File: src/rtl/memory_writer.sv
// memory_writer: Avalon-ST sink that captures one armed frame of 32-bit
// samples into the shared sample memory. It writes addresses
// 0..FRAME_LENGTH-1 and then pulses done to trigger the downstream reader.
//
// Optional build macro: MEMORY_WRITER_FRAME_CHECK_EN
//   defined     - sop/eop framing is enforced and errors are flagged (sticky)
//   not defined - sop/eop are ignored and the error output is held at 0
//
// state   | meaning
// --------+------------------------------------------------------------
// IDLE    | waiting for an arm request, sink not ready
// ARMED   | sink ready, discarding beats until one qualifies as a start
// CAPTURE | writing accepted beats to consecutive addresses
// DONE    | last word written this cycle, done pulses on the next one

module memory_writer #(
  parameter int FRAME_LENGTH = 1024,
  parameter int ADDR_WIDTH   = 13
) (
  input  logic                  clk,
  input  logic                  rst,
  input  logic                  memory_writer_arm,
  input  logic [31:0]           memory_writer_sink_data,
  input  logic                  memory_writer_sink_valid,
  input  logic                  memory_writer_sink_sop,
  input  logic                  memory_writer_sink_eop,
  output logic                  memory_writer_sink_ready,
  output logic [ADDR_WIDTH-1:0] memory_writer_writeaddress,
  output logic                  memory_writer_write,
  output logic [31:0]           memory_writer_writedata,
  output logic                  memory_writer_done,
  output logic [1:0]            memory_writer_status,
  output logic                  memory_writer_error
);

  localparam int CNT_W = $clog2(FRAME_LENGTH) + 1;
  localparam logic [CNT_W-1:0] LAST_ADDR = CNT_W'(FRAME_LENGTH - 1);

`ifdef MEMORY_WRITER_FRAME_CHECK_EN
  localparam bit FRAME_CHECK = 1'b1;
`else
  localparam bit FRAME_CHECK = 1'b0;
`endif

  typedef enum logic [1:0] {
    IDLE    = 2'd0,
    ARMED   = 2'd1,
    CAPTURE = 2'd2,
    DONE    = 2'd3
  } state_t;

  state_t           state;
  logic [CNT_W-1:0] cnt;
  logic             error_q;
  logic             accept;
  logic             sop_seen;
  logic             eop_seen;
  logic             start_ok;

  // Ready depends on state only so upstream sees no combinational path
  // from its own valid.
  assign memory_writer_sink_ready = (state == ARMED) || (state == CAPTURE);
  assign accept   = memory_writer_sink_valid && memory_writer_sink_ready;

  // Framing markers only count when the frame check is built in.
  assign sop_seen = FRAME_CHECK && memory_writer_sink_sop;
  assign eop_seen = FRAME_CHECK && memory_writer_sink_eop;
  assign start_ok = !FRAME_CHECK || memory_writer_sink_sop;

  assign memory_writer_status = state;
  assign memory_writer_error  = FRAME_CHECK ? error_q : 1'b0;

  // Capture sequencer with registered memory-port and done outputs.
  always_ff @(posedge clk or posedge rst) begin
    if (rst) begin
      state                      <= IDLE;
      cnt                        <= '0;
      error_q                    <= 1'b0;
      memory_writer_write        <= 1'b0;
      memory_writer_writeaddress <= '0;
      memory_writer_writedata    <= '0;
      memory_writer_done         <= 1'b0;
    end else begin
      memory_writer_write <= 1'b0;
      memory_writer_done  <= 1'b0;
      if (accept) begin
        memory_writer_writedata <= memory_writer_sink_data;
      end

      unique case (state)
        IDLE: begin
          // The done cycle is already IDLE; an arm there belongs to the
          // previous capture and is not taken.
          if (memory_writer_arm && !memory_writer_done) begin
            state   <= ARMED;
            cnt     <= '0;
            error_q <= 1'b0;
          end
        end

        ARMED: begin
          if (accept && start_ok) begin
            memory_writer_write        <= 1'b1;
            memory_writer_writeaddress <= '0;
            cnt                        <= CNT_W'(1);
            state                      <= CAPTURE;
          end
        end

        CAPTURE: begin
          if (accept) begin
            memory_writer_write <= 1'b1;
            if (sop_seen) begin
              // Unexpected start: restart the frame on this beat.
              error_q                    <= 1'b1;
              memory_writer_writeaddress <= '0;
              cnt                        <= CNT_W'(1);
            end else begin
              memory_writer_writeaddress <= ADDR_WIDTH'(cnt);
              if (cnt == LAST_ADDR) begin
                // A missing eop is flagged but the frame still completes.
                if (FRAME_CHECK && !memory_writer_sink_eop) begin
                  error_q <= 1'b1;
                end
                state <= DONE;
              end else if (eop_seen) begin
                // Short frame: keep the beat, flag it, wait for a new sop.
                error_q <= 1'b1;
                cnt     <= '0;
                state   <= ARMED;
              end else begin
                cnt <= cnt + 1'b1;
              end
            end
          end
        end

        DONE: begin
          memory_writer_done <= 1'b1;
          state              <= IDLE;
        end

        default: begin
          state <= IDLE;
        end
      endcase
    end
  end

endmodule

File: config.mk
export PLATFORM = sky130hd
export DESIGN_NAME = memory_writer
export DESIGN_NICKNAME = d
export VERILOG_FILES = /design/src/rtl/memory_writer.sv
export SDC_FILE = /design/constraint.sdc
export NUM_CORES = 1
export LEC_CHECK = 0
export ABC_CLOCK_PERIOD_IN_PS = 2000
export CAP_MARGIN = 25
export CORE_MARGIN = 3
export CORE_UTILIZATION = 35
export CTS_CLUSTER_SIZE = 20
export DETAILED_ROUTE_END_ITERATION = 16
export GPL_ROUTABILITY_DRIVEN = 0
export PLACE_DENSITY = 0.68
export SETUP_SLACK_MARGIN = 0.1
export SLEW_MARGIN = 20
export SYNTH_ARGS = -nofsm -noshare
export SYNTH_HDL_FRONTEND = slang
export SYNTH_SLANG_ARGS = --single-unit
File: constraint.sdc
create_clock -name clk -period 2 [get_ports clk]
set_input_delay 0.3 -clock clk [delete_from_list [all_inputs] [get_ports clk]]
set_output_delay 0.3 -clock clk [all_outputs]
set_load 0.01 [all_outputs]
==> results of run 1 <==
cells by family (layout without fill, tap and decap cells):
family / count (synthesis) / count (layout) / share of synthesized area, %
buffers and inverters: 19 / 129 / 3.368
muxes: 34 / 34 / 15.33
other: 1 / 3 / 0.1507
and+or+nand+nor: 34 / 34 / 7.039
AOI/OAI and AO/OA: 43 / 43 / 12.77
adders and majority gates: 6 / 6 / 3.017
DFF: 58 / 58 / 58.32
worst min path at each step:
stage	slack, ns	to	cells past startpoint	start
after global placement	0.49	memory_writer_writedata[11]	1	memory_writer_writedata[11]
final	0.37	memory_writer_writedata[16]	3	rst
after detailed placement	0.49	memory_writer_writedata[10]	1	memory_writer_writedata[10]
after global routing	0.40	memory_writer_writeaddress[1]	3	rst
after CTS	0.37	memory_writer_writedata[16]	3	rst
after floorplan	0.45	memory_writer_writedata[5]	1	memory_writer_sink_data[5]
critical path, stage by stage (launching register included):
cell,delay [ns]
dfrtp_2,0.42
inv_2,0.08
ha_2,0.18
a21boi_2,0.16
a2111o_1,0.33
or3_4,0.43
o31ai_2,0.22
cell type report:
class | count | area [um2] | area share, %
flip-flops and latches | 58 | 1453 | 36.88
multi-input cells | 120 | 1111 | 28.21
repair buffers | 107 | 1042 | 26.46
clock buffers | 12 | 165.2 | 4.193
well taps | 96 | 120.1 | 3.050
clock inverters | 4 | 25.02 | 0.6353
inverters | 6 | 22.52 | 0.5718
state kept, by name (all words and copies together), names as in the netlist:
| name | cells |
|---|---|
| memory_writer_status | 2 |
| memory_writer_writeaddress | 11 |
| memory_writer_done | 1 |
| cnt | 11 |
| memory_writer_writedata | 32 |
| memory_writer_write | 1 |
power breakdown:
part	internal (uW)	switching [uW]
registers	1590	195
logic	1620	1250
clock network	546	474
through the flow:
stage	util (%)	instances
2_1_floorplan	-	197
3_3_place_gp	52.78	385
3_5_place_dp	52.78	385
4_1_cts	56.17	402
5_1_grt	57.66	403
6_report	57.66	403
synthesized netlist by cell type:
master,n
a21oi_1,2
inv_1,6
o21ai_0,2
and4_1,2
mux2_2,32
nor3_1,1
o21a_1,1
nand3_1,9
nor2_1,6
mux2_1,1
and3_1,3
or3_1,1
o21ai_1,3
a22oi_1,1
buf_4,3
a22o_1,11
a21boi_0,1
nand2b_1,3
clkbuf_1,6
a2111o_1,1
a31oi_1,4
nand2_1,6
dfrtp_1,58
ha_1,6
buf_2,1
nor2b_1,1
o31ai_1,16
a211oi_1,1
mux2i_1,1
nor4_1,2
conb_1,1
buf_1,3
repair_timing:
| item | CTS | global route |
|---|---|---|
| hold endpoints to repair | 0 | 0 |
| resized for setup | 9 | 17 |
| buffers inserted | 1 | 1 |
| pin swaps | 4 | 4 |
| setup endpoints to repair | 21 | 9 |
routing by layer:
metal | vias up | GRT usage [%] | part of all wire (%)
met5 | - | 0 | 0
met4 | 0 | 8.418 | 2.2
met3 | 11 | 4.500 | 5.7
met2 | 82 | 21.78 | 45
met1 | 951 | 21.91 | 47
li1 | 933 | - | -
==> results.md, run 1 <==
- DR WL/cell: 14.97 um
- DRC errors left: 0
- CP endpoint kind: flip-flop
- FF-to-FF Start: memory_writer_status[1]
- Vias/cell: 4.906
- Antenna viol nets, final: 0
- Cell Pwr Density: 1439 mW/mm2
- Cell area after synthesis: 0.002489 mm2
- I/O pins: 89
- Capturing point of the worst reg2reg path: cnt[8]
- Finished Cell Area: about 0.004 mm2
- Final worst-path cycle share: 96.09%
- Synthesis-to-finish area growth: 58.27%
- Routed vias: 1977
- Critical Path Fanout Max: 8
- CTS buffer count: 9
- Max transition margin: 64.78%
- Cell area after placement: between 0.003 and 0.004 mm2
- Clk sinks: 58
- Reg2reg setup slack: 0.08 ns
- Die area: 0.008159 mm2
- Post-synth cell types: 32
- Most common cell after layout, fill and taps aside: clkdlybuf4s50_1
- Clock Pin Slew Worst Setup and Hold Paths: 0.07 ns
- Hold buffers post-CTS: 0
- Max-Cap Viols: 0
- Port bufs: 83
- Worst Setup EP: cnt[8]
- Core footprint: 0.006832 mm2
- CTS tree: built
- Vias in the first global route: 2020
- First-pass GRT wire length: 10210 um
- Top-area cell type share of the netlist area: around three fifths
- Die Span Y: 90.33 um
- Setup TNS: 0 ns
- Status: complete, no violations
- Endpoints failing setup: 0
- Worst skew pair latency: 0.33 ns
- Grt ovf: 0
- Worst Path Required: 2.23 ns
- Iter 0 DRT Violations: 115
- Critical path type: flip-flop to flip-flop
- Post-synthesis register bit count: 58
- CP arrival: between 2 and 2.5 ns
- Maximum clock path buffer count: 2
- Critical path launch point: memory_writer_status[1]
- RSZ-0062 raised after global routing: true
- Ys Warns: 0
- Hold Slack: 0.3716 ns
- Max frequency: 0.5204 GHz
- Routed WL: 6034 um
- Synthesized instance count: between 150 and 200
- Sequential-to-total area share from yosys stat: 58.32%
- Worst slack at placement: -0.2095 ns
- Worst-Margin Slew: between 0.5 and 0.6 ns
- HP Class: input pin to async pin
- Hold Fails Final Rpt: 0
- Fin. max-slew vios: 0
- Largest net degree at the start of global routing: 59
- Worst-case vdd ir drop: 0.0006183 V
- Area contributors post-synth: dfrtp_1 58%, mux2_2 14%, o31ai_1 4.8%, a22o_1 3.9%, ha_1 3.0%
- Layout Nets: ~350
- Router iterations before antenna repair: 4
- Syn_area_per_cell: 12.76 um2
- Reg2Reg Depth: 6
- Diodes inserted: 0
- H-tree levels: 3
- Largest area contributor in the netlist: dfrtp_1
- Post-layout min period: 1.922 ns
- Total global-route track usage: between 10% and 20%
- CTS Root Cell: clkbuf_8
- Initial antenna violation count: 0
- Lkg Pwr: 0.001679 uW
- Starting density of the core: 36.43%
- Die Span X: 90.33 um
- Number of fill cells: 575
- HPWL Detailed: between 4000 and 5000 um
- Layout cells sized above 1: 30.94%
- FP Rows: 30
- Most frequent cells in the layout: 82 x clkdlybuf4s50_1, 57 x dfrtp_1, 32 x mux2_2, 20 x buf_4, 12 x clkbuf_8
- Startpoint Class: flip-flop
- Total Power: 5670 uW
- Clk_skew: 0.006263 ns
- Worst setup margin: 0.07825 ns
Note: power is estimated with default switching activity, not from simulation.
==> run 2, diff against run 1 <==
SKIP_LAST_GASP = 1   (was unset)
TNS_END_PERCENT = 5   (was unset)
==> results.md, run 2 (synthesized netlist as in run 1, its figures left out) <==
- Comb power frac: between 50% and 60%
- Critical path type: flip-flop to flip-flop
- Routed vias: 2003
- Startpoint Class: flip-flop
- DR WL/cell: 15.08 um
- Clock Pin Slew Worst Setup and Hold Paths: 0.07 ns
- Antenna viol nets, final: 0
- Cell Pwr Density: about 1400 mW/mm2
- Reg power frac: roughly a third
- Iter 0 DRT Violations: 87
- Worst-Margin Slew: 0.5353 ns
- Diodes inserted: 0
- Hold Fails Final Rpt: 0
- Clk_skew: 0.008612 ns
- Clk sinks: 58
- CTS buffer count: 9
- Die Span X: 90.33 um
- Worst skew pair latency: roughly 0.33 ns
- Sw power: 1840 uW
- Largest net degree at the start of global routing: 38
- Port bufs: 83
- Final Util: a little under three fifths
- Max-Cap Viols: 0
- Lkg Pwr: 0.001667 uW
- Core footprint: roughly 0.007 mm2
- Status: complete, no violations
- Die Span Y: 90.33 um
- Most common cell after layout, fill and taps aside: clkdlybuf4s50_1
- Max FFs per register: 32
- H-tree levels: 3
- Max frequency: 0.5015 GHz
- Hold Slack: 0.3062 ns
- Internal power: 3606 uW
- DRC errors left: 0
- Routed WL: just over 6000 um
- Vias in the first global route: 1865
- Vias/cell: 5.008
- Worst-case vdd ir drop: around 0.00054 V
- Maximum clock path buffer count: 2
- Hold buffers post-CTS: 0
- CTS Root Cell: clkbuf_8
- I/O pins: 89
- Top reg by flops: memory_writer_writedata
- Number of fill cells: 595
- Largest regs: memory_writer_writedata x32, cnt x11, memory_writer_writeaddress x11
- Max transition margin: ~64%
- HPWL Detailed: 4281 um
- CTS tree: built
- HP Class: input pin to async pin
- Slowest-stage cell, CP: or3_4
- Fin. max-slew vios: 0
- Setup TNS: 0 ns
- Most frequent cells in the layout: 82 x clkdlybuf4s50_1, 57 x dfrtp_1, 32 x mux2_2, 18 x buf_4, 11 x a22o_1
- Synthesis-to-finish area growth: 54.85%
- Critical Path Fanout Max: 8
- Post-layout min period: approximately 2.0 ns
- Die area: 0.008159 mm2
- Endpoints failing setup: 0
- Dpl cells: ~380
- Worst slack at placement: -0.1975 ns
- Sw Share: between 30% and 40%
- Worst Path Required: 2.24 ns
- Total global-route track usage: around 15%
- Final worst-path cycle share: 99.70%
- First-pass GRT wire length: 9735 um
- RSZ-0062 raised after global routing: true
- Layout Nets: approximately 340
- Initial antenna violation count: 0
- Largest stage delay, worst path: 0.48 ns
- Starting density of the core: 36.43%
- FP Rows: 30
- Clock share of power: approximately 16%
- Critical path, cell by cell: inv_2 > ha_4 > nor2b_1 > a2111o_1 > or3_4 > o31ai_2
- Grt ovf: 0
- CP arrival: roughly 2.2 ns
- Router iterations before antenna repair: 4
- Layout cells sized above 1: between 20 and 30%
- CP endpoint kind: flip-flop
- Non-Filler Instances: 400
- Worst setup margin: 0.006088 ns
## run 2: critical path: cells and delay by family, from the launching register on
family          cells  cell delay, ns
compound gates      2            0.65
fa+ha+maj           1            0.16
buf+inv             1            0.08
flops               1            0.39
simple gates        2            0.61
## run 2: worst paths after layout
kind,endpoint,start,slack (ns),depth (start not counted)
max,cnt[9],memory_writer_status[0],0.006,6
min,memory_writer_writedata[12],rst,0.31,3
max reg2reg,cnt[9],memory_writer_status[0],0.006,6
min reg2reg,memory_writer_writedata[6],memory_writer_writedata[6],0.50,1
max in group asynchronous,memory_writer_status[1],rst,1.45,3
min in group clk,memory_writer_writedata[6],memory_writer_writedata[6],0.50,1
## run 2: per-stage QoR
step                      power, uW  cell area [um2]
final                          5447             3854
after floorplan                3202             2532
after CTS                      5428             3769
after global placement         4476             3611
after detailed placement       4540             3611
after global routing           5815             3854
## run 2: layout make-up
class / count / area (um2) / area share [%]
Sequential cell: 58 / 1453 / 37.69
Timing Repair Buffer: 105 / 1036 / 26.88
Clock buffer: 9 / 123.9 / 3.214
Multi-Input combinational cell: 120 / 1064 / 27.60
Inverter: 6 / 22.52 / 0.5844
Tap cell: 96 / 120.1 / 3.117
Clock inverter: 6 / 35.03 / 0.9091
## run 2: timing repair
action / 4_1_cts / 5_1_grt
buffers inserted: 0 / 1
setup endpoints to repair: 21 / 22
gates resized for setup: 1 / 16
pin swaps: 0 / 2
## run 2: power by group through the flow
| stage | combinational [uW] | sequential [uW] | clock, uW |
|---|---|---|---|
| floorplan | 1200 | 2000 | 0 |
| global placement | 2700 | 1780 | 0 |
| detailed placement | 2740 | 1800 | 0 |
| CTS | 2730 | 1780 | 919 |
| global route | 3000 | 1840 | 982 |
| finish | 2780 | 1780 | 894 |
## run 2: routing by layer
metal | track usage (%) | up-vias | wire [um]
li1 | - | 927 | -
met1 | 19.48 | 961 | 2658
met2 | 23.15 | 102 | 2824
met3 | 6.250 | 13 | 461
met4 | 4.209 | 0 | 89
met5 | 0 | - | 0
